`src/rtl/tx_packet_arbiter.sv`:
```
// Round-robin arbiter sharing one UART byte stream among N_CH reply channels.
// Each grant emits PREFIX, source, destination, length, then the payload bytes.
module tx_packet_arbiter #(
    parameter int         N_CH      = 5,
    parameter logic [7:0] PREFIX    = 8'hDD,
    parameter logic [7:0] HOST_ADDR = 8'h01,
    parameter logic [7:0] SRC_BASE  = 8'h02
) (
    input  logic                fpga_clk_48,
    input  logic                rst,
    input  logic [N_CH-1:0]     req_bus,
    input  logic [N_CH*8-1:0]   len_bus,
    input  logic [N_CH*8-1:0]   data_bus,
    input  logic [N_CH-1:0]     valid_bus,
    output logic [N_CH-1:0]     ready_bus,
    output logic [7:0]          tx_data,
    output logic                tx_valid,
    input  logic                tx_ready,
    output logic [N_CH-1:0]     grant,
    output logic [2:0]          my_state,
    output logic [7:0]          my_cnt
);

    localparam int GW = (N_CH > 1) ? $clog2(N_CH) : 1;

    typedef enum logic [2:0] {
        S_IDLE    = 3'd0,
        S_PREFIX  = 3'd1,
        S_SRC     = 3'd2,
        S_DEST    = 3'd3,
        S_LEN     = 3'd4,
        S_PAYLOAD = 3'd5
    } state_t;

    state_t          state, state_n;
    logic [GW-1:0]   g_r, g_n, rr_ptr, rr_n, g_inc;
    logic [GW-1:0]   pick, pick_pos;
    logic            pick_vld;
    logic [7:0]      len_r, len_n, cnt_n, tx_data_n;
    logic            tx_valid_n;
    logic [N_CH-1:0] grant_n;
    logic            free, xfer, accept;
    logic [7:0]      len_arr  [N_CH];
    logic [7:0]      data_arr [N_CH];

    generate
        for (genvar i = 0; i < N_CH; i++) begin : g_unpack
            assign len_arr[i]  = len_bus[8*i +: 8];
            assign data_arr[i] = data_bus[8*i +: 8];
        end
    endgenerate

    assign free     = !tx_valid || tx_ready;
    assign xfer     = tx_valid && tx_ready;
    assign g_inc    = (g_r == GW'(N_CH-1)) ? '0 : GW'(g_r + 1'b1);
    assign my_state = state;

    // Scan from the lowest offset last so the first request at/after rr_ptr wins.
    always_comb begin
        pick_vld = 1'b0;
        pick     = '0;
        pick_pos = '0;
        for (int k = N_CH-1; k >= 0; k--) begin
            pick_pos = GW'((int'(rr_ptr) + k) % N_CH);
            if (req_bus[pick_pos]) begin
                pick_vld = 1'b1;
                pick     = pick_pos;
            end
        end
    end

    always_comb begin
        ready_bus = '0;
        if (state == S_PAYLOAD && free && my_cnt < len_r)
            ready_bus[g_r] = 1'b1;
    end

    assign accept = valid_bus[g_r] && ready_bus[g_r];

    always_comb begin
        state_n    = state;
        g_n        = g_r;
        rr_n       = rr_ptr;
        len_n      = len_r;
        cnt_n      = my_cnt;
        tx_data_n  = tx_data;
        tx_valid_n = tx_valid;
        grant_n    = grant;
        case (state)
            S_IDLE: begin
                if (pick_vld) begin
                    g_n        = pick;
                    grant_n    = '0;
                    grant_n[pick] = 1'b1;
                    len_n      = len_arr[pick];
                    cnt_n      = '0;
                    tx_data_n  = PREFIX;
                    tx_valid_n = 1'b1;
                    state_n    = S_PREFIX;
                end
            end
            S_PREFIX: if (xfer) begin
                tx_data_n = SRC_BASE + 8'(g_r);
                state_n   = S_SRC;
            end
            S_SRC: if (xfer) begin
                tx_data_n = HOST_ADDR;
                state_n   = S_DEST;
            end
            S_DEST: if (xfer) begin
                tx_data_n = len_r;
                state_n   = S_LEN;
            end
            S_LEN: if (xfer) begin
                tx_valid_n = 1'b0;
                if (len_r == 8'd0) begin
                    grant_n = '0;
                    rr_n    = g_inc;
                    state_n = S_IDLE;
                end else begin
                    state_n = S_PAYLOAD;
                end
            end
            S_PAYLOAD: begin
                // Last byte leaving the register closes the packet.
                if (my_cnt == len_r && xfer) begin
                    tx_valid_n = 1'b0;
                    grant_n    = '0;
                    rr_n       = g_inc;
                    state_n    = S_IDLE;
                end else if (accept) begin
                    tx_data_n  = data_arr[g_r];
                    tx_valid_n = 1'b1;
                    cnt_n      = my_cnt + 8'd1;
                end else if (free) begin
                    tx_valid_n = 1'b0;
                end
            end
            default: state_n = S_IDLE;
        endcase
    end

    always_ff @(posedge fpga_clk_48 or posedge rst) begin
        if (rst) begin
            state    <= S_IDLE;
            g_r      <= '0;
            rr_ptr   <= '0;
            len_r    <= '0;
            my_cnt   <= '0;
            tx_data  <= '0;
            tx_valid <= 1'b0;
            grant    <= '0;
        end else begin
            state    <= state_n;
            g_r      <= g_n;
            rr_ptr   <= rr_n;
            len_r    <= len_n;
            my_cnt   <= cnt_n;
            tx_data  <= tx_data_n;
            tx_valid <= tx_valid_n;
            grant    <= grant_n;
        end
    end

endmodule

```
`config.mk`:
```
export PLATFORM = sky130hd
export DESIGN_NAME = tx_packet_arbiter
export DESIGN_NICKNAME = d
export VERILOG_FILES = /design/src/rtl/tx_packet_arbiter.sv
export SDC_FILE = /design/constraint.sdc
export NUM_CORES = 1
export LEC_CHECK = 0
export CORE_MARGIN = 2
export CORE_UTILIZATION = 38
export CTS_BUF_LIST = sky130_fd_sc_hd__clkbuf_16
export CTS_CLUSTER_SIZE = 16
export DETAILED_ROUTE_END_ITERATION = 7
export GPL_TIMING_DRIVEN = 0
export HOLD_SLACK_MARGIN = 0.06
export PLACE_DENSITY = 0.68
export REMOVE_ABC_BUFFERS = 1
export SLEW_MARGIN = 20
export SYNTH_ARGS = -nofsm -noshare
export SYNTH_HDL_FRONTEND = slang
export SYNTH_SLANG_ARGS = --single-unit
```
`constraint.sdc`:
```
create_clock -name fpga_clk_48 -period 4.8 [get_ports fpga_clk_48]
set_input_delay 0.48 -clock fpga_clk_48 [delete_from_list [all_inputs] [get_ports fpga_clk_48]]
set_output_delay 0.48 -clock fpga_clk_48 [all_outputs]
set_load 0.02 [all_outputs]
```
==> impl_metrics.toml <==
[floorplan]
dieArea_um2 = 13010
start_util_pct = 38.63
pin_count = 123
die_w_um = 114.0
dieHeight_um = 114.0
fp.coreArea_um2 = 11910
rows = 40

[timing]
hold_viol_final = 0
finalSetupViolCount = 0
fmax_mhz = 214.5
relSlewSlack_pct = 33.82
layout_min_cycle_time_ns = 4.662
fin_crit_sh_pct = 97.12
tightest_slew_ns = 0.9677
fin_worst_skew_ns = 0.007304
drv_slew = 0

[synth]
synth_ff_type = "dfrtp_1"
async_flop_share_pct = 100.0
netlist.area_leader.share_pct = 21.21
netlist_area_um2 = 4602
synth_area_leaders = "dfrtp_1 21%, ha_1 11%, mux2i_1 5.9%, nand2_1 4.4%, mux4_2 3.9%"
synthCells = 545
syn_area_per_cell_um2 = 8.444
synth_cell_types = 82
ys_warn_count = 0
seq_area_frac_synth_pct = 21.21
yosys.area.top_type = "dfrtp_1"
ys_ff_latch = 39
synth_edf_count = 0

[worst_hold_path]
hold-path-endpoint = "grant[2]"
hold_depth = 2
worstHoldStart = "grant[2]"
hp-class = "reg2reg"

[setup_path]
r2r_start = "rr_ptr[2]"
required_ns = 4.98
ff2ff_setup_slack_ns = 0.14
ff2ff_path_depth = 15
crit_fanout = 14
r2r-end = "len_r[0]"
start_kind = "register"
arrival_ns = 4.84
path_class = "reg2reg"
slowest_stage = "a2111oi_1"
crit_chain = "ha_1, a21oi_1, xnor2_2, ha_1, inv_1, o22ai_1, a221oi_1, a2111oi_1, o2bb2ai_2, o31a_1, o211ai_1, buf_4, buf_4, mux2i_1, a221oi_1"
max_stage_delay_ns = 0.70
critPathCaptureType = "register"

[route]
drt_iter0_drc = 338
wire_per_inst_um = 17.71
drc = 0
vias = 4846
viasPerCell = 5.939
first_pass_iters = 5
drtAntennaViolNets = 0
wl_mm = 14.45

[final_layout]
fin_cells = 816
syn_to_final_growth_pct = 39.37
layout.nets = 800
final_cell_mix = "122 x clkdlybuf4s50_1, 54 x nand2_1, 36 x dfrtp_1, 33 x ha_1, 31 x nor2_1"
layout_commonest_cell = "clkdlybuf4s50_1"
antenna_cells = 0
drive_above_1_share_pct = 15.10

[power]
power_uw = 795.7
leakage_nw = 2.563
powerDensity_nw_per_um2 = 124.1
ir_worst_vdd_v = 0.0001047

[grt]
grt_pass1_wl_mm = 23.03
grt_pass1_vias = 4652
grt_max_degree = 24
track_usage_pct = 21.57
antenna_found_initial = 0
grt.overflow.total = 0

[clock_tree]
clockBufferDepth = 2
cts_inserted_buffers = 5
htree_num_levels = 2
clkLatencyLatePin_ns = 0.28
clk_pin_slew_ns = 0.06
cts_root_buffer = "clkbuf_16"
cts_tree = "built"
numClockSinks = 39

[place]
dpl.hpwl_mm = 10.86
place_congestion = 0.8811
place_inst = 788
port_buffers = 122

[outcome]
status = "finished, final reports clean"

[job]
maxCapViolCount = 0
logic make-up (layout without fill, tap and decap cells):
family	Yosys count	after routing	synth area share, %
compound gates	165	165	26.16
buf+inv	63	187	6.063
xor+xnor	11	11	2.665
mux	44	44	12.15
flops	39	39	21.21
simple gates	184	184	21.15
fa+ha+maj	39	39	10.60
cells in the mapped netlist, types with 13 or more instances:
| library cell | count |
|---|---|
| nand3_1 | 14 |
| inv_1 | 31 |
| nand2_1 | 54 |
| dfrtp_1 | 39 |
| a221oi_1 | 14 |
| o21ai_0 | 22 |
| nor2_1 | 32 |
| ha_1 | 39 |
| mux2i_1 | 27 |
| clkbuf_1 | 17 |
| a21oi_1 | 25 |
| nand2b_1 | 14 |
| nor3_1 | 13 |
| o22ai_1 | 13 |
routing by layer:
metal	wire (um)	GRT usage (%)
met1	6552	30.33
met2	6940	35.63
met3	815	2.285
met4	141	5.285
met5	0	0
area by class of cell:
cell class	count	area [um^2]
flip-flops and latches	39	982.2
clock buffers	5	125.1
multi-input cells	443	3536
clock inverters	3	16.27
fillers	1129	5498
well taps	147	183.9
repair buffers	145	1439
inverters	34	131.4
sequential cells by signal (all words and copies together), names as in the netlist:
register and cells:
g_r 3, grant 5, len_r 8, my_state 3, tx_data 8, my_cnt 8, rr_ptr 3, tx_valid 1
critical path: cells and delay by family (launching register included):
kind                     cells  cell delay [ns]
AO/OA/AOI/OAI                8             2.34
XOR/XNOR                     1             0.36
adder cells (fa/ha/maj)      2             0.74
buffers and inverters        3             0.42
flip-flops                   1             0.60
multiplexers                 1             0.10
stage by stage:
| step | util, % | TNS, ns | hold slack [ns] | area (um^2) | setup slack [ns] |
|---|---|---|---|---|---|
| 5_1_grt | 53.84 | -1.064 | 0.5245 | 6414 | -0.1380 |
| 4_1_cts | 52.47 | 0 | 0.5037 | 6250 | 0.03882 |
| 3_3_place_gp | 49.16 | -49.83 | 0.4752 | 5856 | -2.204 |
| 6_report | 53.84 | 0 | 0.4958 | 6414 | 0.1385 |
| 2_1_floorplan | - | -13.49 | 0.5792 | 4451 | -1.011 |
| 3_5_place_dp | 49.56 | -43.30 | 0.4825 | 5903 | -1.719 |
power breakdown:
part	leakage [nW]	switching, mW	internal [mW]
clock network	0.0710	0.130	0.189
registers	0.508	0	0.329
logic	1.98	0.0509	0.0970
total	2.56	0.180	0.615
how the worst max path moves through the flow:
stage / startpoint / to / cells past startpoint
final: rr_ptr[2] / len_r[0] / 15
after global routing: rr_ptr[2] / len_r[3] / 15
after CTS: rr_ptr[0] / len_r[0] / 21
after detailed placement: rr_ptr[0] / len_r[6] / 18
after global placement: rr_ptr[0] / len_r[5] / 17
after floorplan: rr_ptr[0] / len_r[2] / 19
timing repair:
action                                  CTS  global route
endpoints found under the setup margin   34            31
setup buffers                            13             7
pin swaps                                 6             9
resized for setup                        23            22
hold buffers                              0             0
No activity file was read; power rests on OpenSTA's default activity.
